--- src/rtl/status_if.sv ---
// status_if: JTAG USER-chain readback that snapshots a usbclk-domain status word at Capture-DR
// and shifts it out MSB first on tdo. Define STATUS_IF_PARITY_EN to append an even-parity bit.
`timescale 1ns/1ps
module status_if #(
  parameter int DW = 40
) (
  input  logic          usbclk,
  input  logic          rst_n,
  input  logic [DW-1:0] status_data,
  input  logic          drck,
  input  logic          sel,
  input  logic          capture,
  input  logic          shift,
  input  logic          update,
  input  logic          jtag_reset,
  output logic          tdo,
  output logic          snap_strobe,
  output logic          read_done,
  output logic          short_read
);

`ifdef STATUS_IF_PARITY_EN
  localparam int LEN = DW + 1;
`else
  localparam int LEN = DW;
`endif
  localparam logic [7:0] LEN_CNT = 8'(LEN);

  localparam int I_DRCK   = 0;
  localparam int I_SEL    = 1;
  localparam int I_CAP    = 2;
  localparam int I_SHIFT  = 3;
  localparam int I_UPDATE = 4;
  localparam int I_JRST   = 5;

  logic [5:0]     w_jtagIn;
  logic [5:0]     r_sync1;
  logic [5:0]     r_sync2;
  logic [2:0]     r_edge3;
  logic [2:0]     w_rise;
  logic           w_selS;
  logic           w_shiftS;
  logic           w_jrstS;
  logic           w_capEvt;
  logic           w_shiftEvt;
  logic           w_updEvt;
  logic [LEN-1:0] w_load;
  logic [LEN-1:0] r_sr;
  logic [LEN-1:0] w_srNext;
  logic [7:0]     r_cnt;
  logic [7:0]     w_cntNext;
  logic           w_snapNext;
  logic           w_doneNext;
  logic           w_shortNext;
  logic           r_tdo;
  logic           r_snap;
  logic           r_done;
  logic           r_short;

  assign w_jtagIn = {jtag_reset, update, shift, capture, sel, drck};

  // Only drck/capture/update need a third stage; sel, shift and jtag_reset are used as levels.
  always_ff @(posedge usbclk or negedge rst_n) begin
    if (!rst_n) begin
      r_sync1 <= '0;
      r_sync2 <= '0;
      r_edge3 <= '0;
    end else begin
      r_sync1 <= w_jtagIn;
      r_sync2 <= r_sync1;
      r_edge3 <= {r_sync2[I_UPDATE], r_sync2[I_CAP], r_sync2[I_DRCK]};
    end
  end

  assign w_rise     = {r_sync2[I_UPDATE], r_sync2[I_CAP], r_sync2[I_DRCK]} & ~r_edge3;
  assign w_selS     = r_sync2[I_SEL];
  assign w_shiftS   = r_sync2[I_SHIFT];
  assign w_jrstS    = r_sync2[I_JRST];
  assign w_capEvt   = w_rise[1] & w_selS;
  assign w_shiftEvt = w_rise[0] & w_selS & w_shiftS;
  assign w_updEvt   = w_rise[2] & w_selS;

`ifdef STATUS_IF_PARITY_EN
  assign w_load = {status_data, ^status_data};
`else
  assign w_load = status_data;
`endif

  // Priority: jtag_reset, then capture, then shift, then update; losers are dropped.
  always_comb begin
    w_srNext    = r_sr;
    w_cntNext   = r_cnt;
    w_snapNext  = 1'b0;
    w_doneNext  = 1'b0;
    w_shortNext = 1'b0;
    if (w_jrstS) begin
      w_srNext  = '0;
      w_cntNext = '0;
    end else if (w_capEvt) begin
      w_srNext   = w_load;
      w_cntNext  = '0;
      w_snapNext = 1'b1;
    end else if (w_shiftEvt) begin
      w_srNext  = r_sr << 1;
      w_cntNext = (r_cnt == 8'hFF) ? r_cnt : r_cnt + 8'd1;
    end else if (w_updEvt) begin
      if (r_cnt >= LEN_CNT) begin
        w_doneNext = 1'b1;
      end else begin
        w_shortNext = 1'b1;
      end
    end
  end

  always_ff @(posedge usbclk or negedge rst_n) begin
    if (!rst_n) begin
      r_sr    <= '0;
      r_cnt   <= '0;
      r_tdo   <= 1'b0;
      r_snap  <= 1'b0;
      r_done  <= 1'b0;
      r_short <= 1'b0;
    end else begin
      r_sr    <= w_srNext;
      r_cnt   <= w_cntNext;
      r_tdo   <= w_srNext[LEN-1];
      r_snap  <= w_snapNext;
      r_done  <= w_doneNext;
      r_short <= w_shortNext;
    end
  end

  assign tdo         = r_tdo;
  assign snap_strobe = r_snap;
  assign read_done   = r_done;
  assign short_read  = r_short;

endmodule
--- config.mk ---
export PLATFORM = sky130hd
export DESIGN_NAME = status_if
export DESIGN_NICKNAME = d
export VERILOG_FILES = /design/src/rtl/status_if.sv
export SDC_FILE = /design/constraint.sdc
export NUM_CORES = 1
export LEC_CHECK = 0
export ABC_AREA = 1
export CORE_ASPECT_RATIO = 0.5
export CORE_MARGIN = 2
export CORE_UTILIZATION = 30
export CTS_BUF_LIST = sky130_fd_sc_hd__clkbuf_8
export CTS_CLUSTER_SIZE = 28
export DETAILED_ROUTE_END_ITERATION = 8
export PLACE_DENSITY_LB_ADDON = 0.08
export REMOVE_ABC_BUFFERS = 1
export SYNTH_ARGS = -nofsm -noshare
export SYNTH_HDL_FRONTEND = slang
export SYNTH_SLANG_ARGS = --single-unit
--- constraint.sdc ---
create_clock -name usbclk -period 1.6 [get_ports usbclk]
set_input_delay 0.32 -clock usbclk [delete_from_list [all_inputs] [get_ports usbclk]]
set_output_delay 0.32 -clock usbclk [all_outputs]
set_load 0.1 [all_outputs]
==> results.txt <==
----------------------------------------------------
[Clock tree]
  Clock H-tree levels ... 3
  CTS tree ... yes
  Clock root buffer ... clkbuf_8
  Clock insertion delay at the later pin of the skew report ... 0.34 ns
  Number of CTS-inserted buffers ... 9
  Reg clk slew, reported paths ... 0.07 ns
  CTS sink count ... 66
  Number of buffers on the longest clock path ... 2

[Hold path]
  Kind of path behind the tightest hold check ... reg -> reg
  Hold path startpoint ... r_sync1[1]

[GRT]
  Antenna violations before repair ... 0
  Global route overflow ... 0
  Global-route wire length before repair ... 11.2 mm
  Maximum number of pins on one net before global-route repair ... 67
  Global-route usage over all layers ... 0.138
  Vias in the first global route ... 2429

[Finish]
  Signed area change from the synthesized netlist to the final layout ... 35.9%
  Most used cells in the layout excluding fill and tap cells ... nand2_1, dfrtp_1, nor2_1, clkdlybuf4s50_1, a21oi_1
  Commonest non-fill, non-tap cell in the layout ... nand2_1
  Share of post-route cells with drive strength above 1 ... 0.133
  Ant. Diodes ... 0
  Final layout net count ... 436
  Final core occ ... 0.418

[Timing]
  Final Hold Viols ... 0
  Final setup violation count ... 0
  Hold Worst Slack ... 0.351 ns
  Relative max-transition margin ... 0.760
  Achievable clock frequency ... 0.691 GHz
  Tcrit/Tclk final ... 0.904
  Crit path time final ... 1.45 ns
  Max-slew violations ... 0
  Final worst clock skew ... 0.00684 ns
  Setup repair after global routing missed its margin ... no
  Slew at the pin closest to its max-slew limit ... 0.360 ns

[Logic synthesis]
  Number of flops mapped to enable cells by yosys ... 0
  Leading cell types by total area after synthesis ... dfrtp_1, nand2_1, nor2_1
  Average size of a mapped cell ... 8.83 sq um
  Post-synthesis async set-or-reset flop share ... 1.00
  Number of cells produced by synthesis ... 328
  Cell variety after synth ... 23
  Synthesized flop and latch total ... 66
  Predominant post-synthesis flop cell ... dfrtp_1
  Sequential cell area fraction in the yosys report ... 0.570
  Total standard cell area after synthesis ... 2900 sq um
  Yosys warnings ... 0
  Cell taking the most area after synthesis ... dfrtp_1
  Top cell type's share of synthesized area ... 0.570

[Die]
  Cell row count ... 25
  Initial Util ... 0.308
  Y dimension of the die ... 73.5 um
  Chip Width ... 143 um
  Floorplan Core Area ... 9420 sq um
  I/O pin cnt ... 52
  Die area ... 10500 sq um

[Worst setup path]
  Largest delay contributor family on the critical path ... flip-flops
  CP max stage delay ... 0.39 ns
  Required time of the critical path ... 1.82 ns
  WP data arrival ... 1.67 ns
  Slowest CP cell ... dfrtp_1
  Cells along the critical path ... nand2_1 > nor2_4 > inv_4 > buf_4 > o21ai_0 > a21oi_1
  Kind of launch point of the worst setup path ... flip-flop
  CP max FO ... 13
  Category of the worst setup path capture point ... flip-flop
  Launch point of the worst reg-to-reg path ... r_sync2[1]
  CP Class ... reg -> reg
  CP Buf/Inv Count ... 2
  Crit path launch ... r_sync2[1]

[Detailed routing]
  # DRC ... 0
  Detailed-route via count ... 2370
  Antenna viol nets, final ... 0
  Total iterations of the first detailed-routing run ... 4
  DR vias/cell ... 4.51
  Total wire length ... 6.41 mm
  WL/cell ... 12.2 um
  Detailed router's first-iteration violation count ... 122

[Placed design]
  Detailed placement HPWL ... 4.22 mm
  Placer Congestion ... 0.719
  Count of port buffers added during placement ... 51

[Flow run]
  Number of violations of the max-capacitance limit ... 0

[Pwr]
  Worst-case vdd ir drop ... 0.449 mV
  Cell leakage power ... 1.69 nW
  Pwr Density ... 1060 nW/um^2

[Status]
  Result of the run ... completed

----------------------------------------------------
==> Yosys cell counts, types with 2 or more instances <==
library cell / instances
buf_2: 5
a21oi_2: 10
dfrtp_1: 66
o21ai_0: 19
ha_1: 2
buf_6: 5
o21ai_1: 22
nand3_1: 4
a21oi_1: 32
inv_1: 9
nor2_1: 54
nand2_1: 80
xor2_1: 2
clkbuf_1: 5
nor2_2: 2
nand4_1: 4
==> logic make-up (layout without fill, tap and decap cells) <==
group | Yosys count | after routing | share of synthesized area
adder cells (fa/ha/maj) | 2 | 2 | 0.00863
AO/OA/AOI/OAI | 83 | 83 | 0.156
XOR/XNOR | 2 | 2 | 0.00605
AND/OR/NAND/NOR | 148 | 148 | 0.207
flip-flops | 66 | 66 | 0.570
buffers and inverters | 27 | 90 | 0.0522
==> metrics by stage <==
step	cells	setup TNS, ns	setup WS [ns]	power, mW	cell area (sq um)
2_1_floorplan	312	-0.433	-0.0450	2.07	2790
3_3_place_gp	507	0	0.0681	2.32	3630
3_5_place_dp	507	0	0.0344	2.33	3630
4_1_cts	524	0	0.0176	4.22	3900
5_1_grt	526	0	0.00731	4.37	3940
6_report	526	0	0.153	4.15	3940
==> where the power goes <==
group | total, mW | leakage, nW | switching (mW) | internal, mW
Clock | 1.85 | 0.129 | 0.663 | 1.19
Combinational | 0.459 | 0.724 | 0.239 | 0.221
Sequential | 1.84 | 0.833 | 0.0587 | 1.78
Total | 4.15 | 1.69 | 0.960 | 3.19
==> final cells by class <==
type	instances	area (sq um)
Clock inverter	7	141
Sequential cell	66	1650
Clock buffer	9	124
Multi-Input combinational cell	235	1120
Fill cell	951	5480
Tap cell	135	169
Timing Repair Buffer	63	688
Inverter	11	46.3
==> flip-flops by register name, indices dropped and copies added, names as in the netlist <==
register and cells:
read_done 1, r_sr 40, r_cnt 8, r_edge3 3, short_read 1, r_sync1 6, snap_strobe 1, r_sync2 6
==> final timing paths <==
kind                               to  slack [ns]  cells after the start
hold / removal             r_sync2[1]        0.35                      0
min in group asynchronous    r_sr[28]        0.50                      3
setup / recovery             r_sr[13]        0.15                      6
hold reg to reg            r_sync2[1]        0.35                      0
setup reg to reg             r_sr[13]        0.15                      6
max in group asynchronous  short_read        0.80                      3
==> per-layer routing <==
| layer | vias to the layer above | global-route usage | wire length [um] |
|---|---|---|---|
| met1 | 1132 | 0.172 | 3020 |
| met3 | 5 | 0.0515 | 338 |
| li1 | 1183 | - | - |
| met2 | 50 | 0.228 | 2980 |
| met4 | 0 | 0.0429 | 68 |
| met5 | - | 0 | 0 |
==> repair_timing <==
action | CTS | global route
setup buffers | 0 | 2
endpoints found under the setup margin | 0 | 11
endpoints found under the hold margin | 66 | 0
hold buffers | 1 | 0
resized for setup | 0 | 6
==> worst register-to-register path, cell delays in order, from the launching register on <==
cell and delay, ns:
dfrtp_1 0.39, nand2_1 0.10, nor2_4 0.22, inv_4 0.12, buf_4 0.20, o21ai_0 0.20, a21oi_1 0.09
Power figures use the tool's default switching activity.
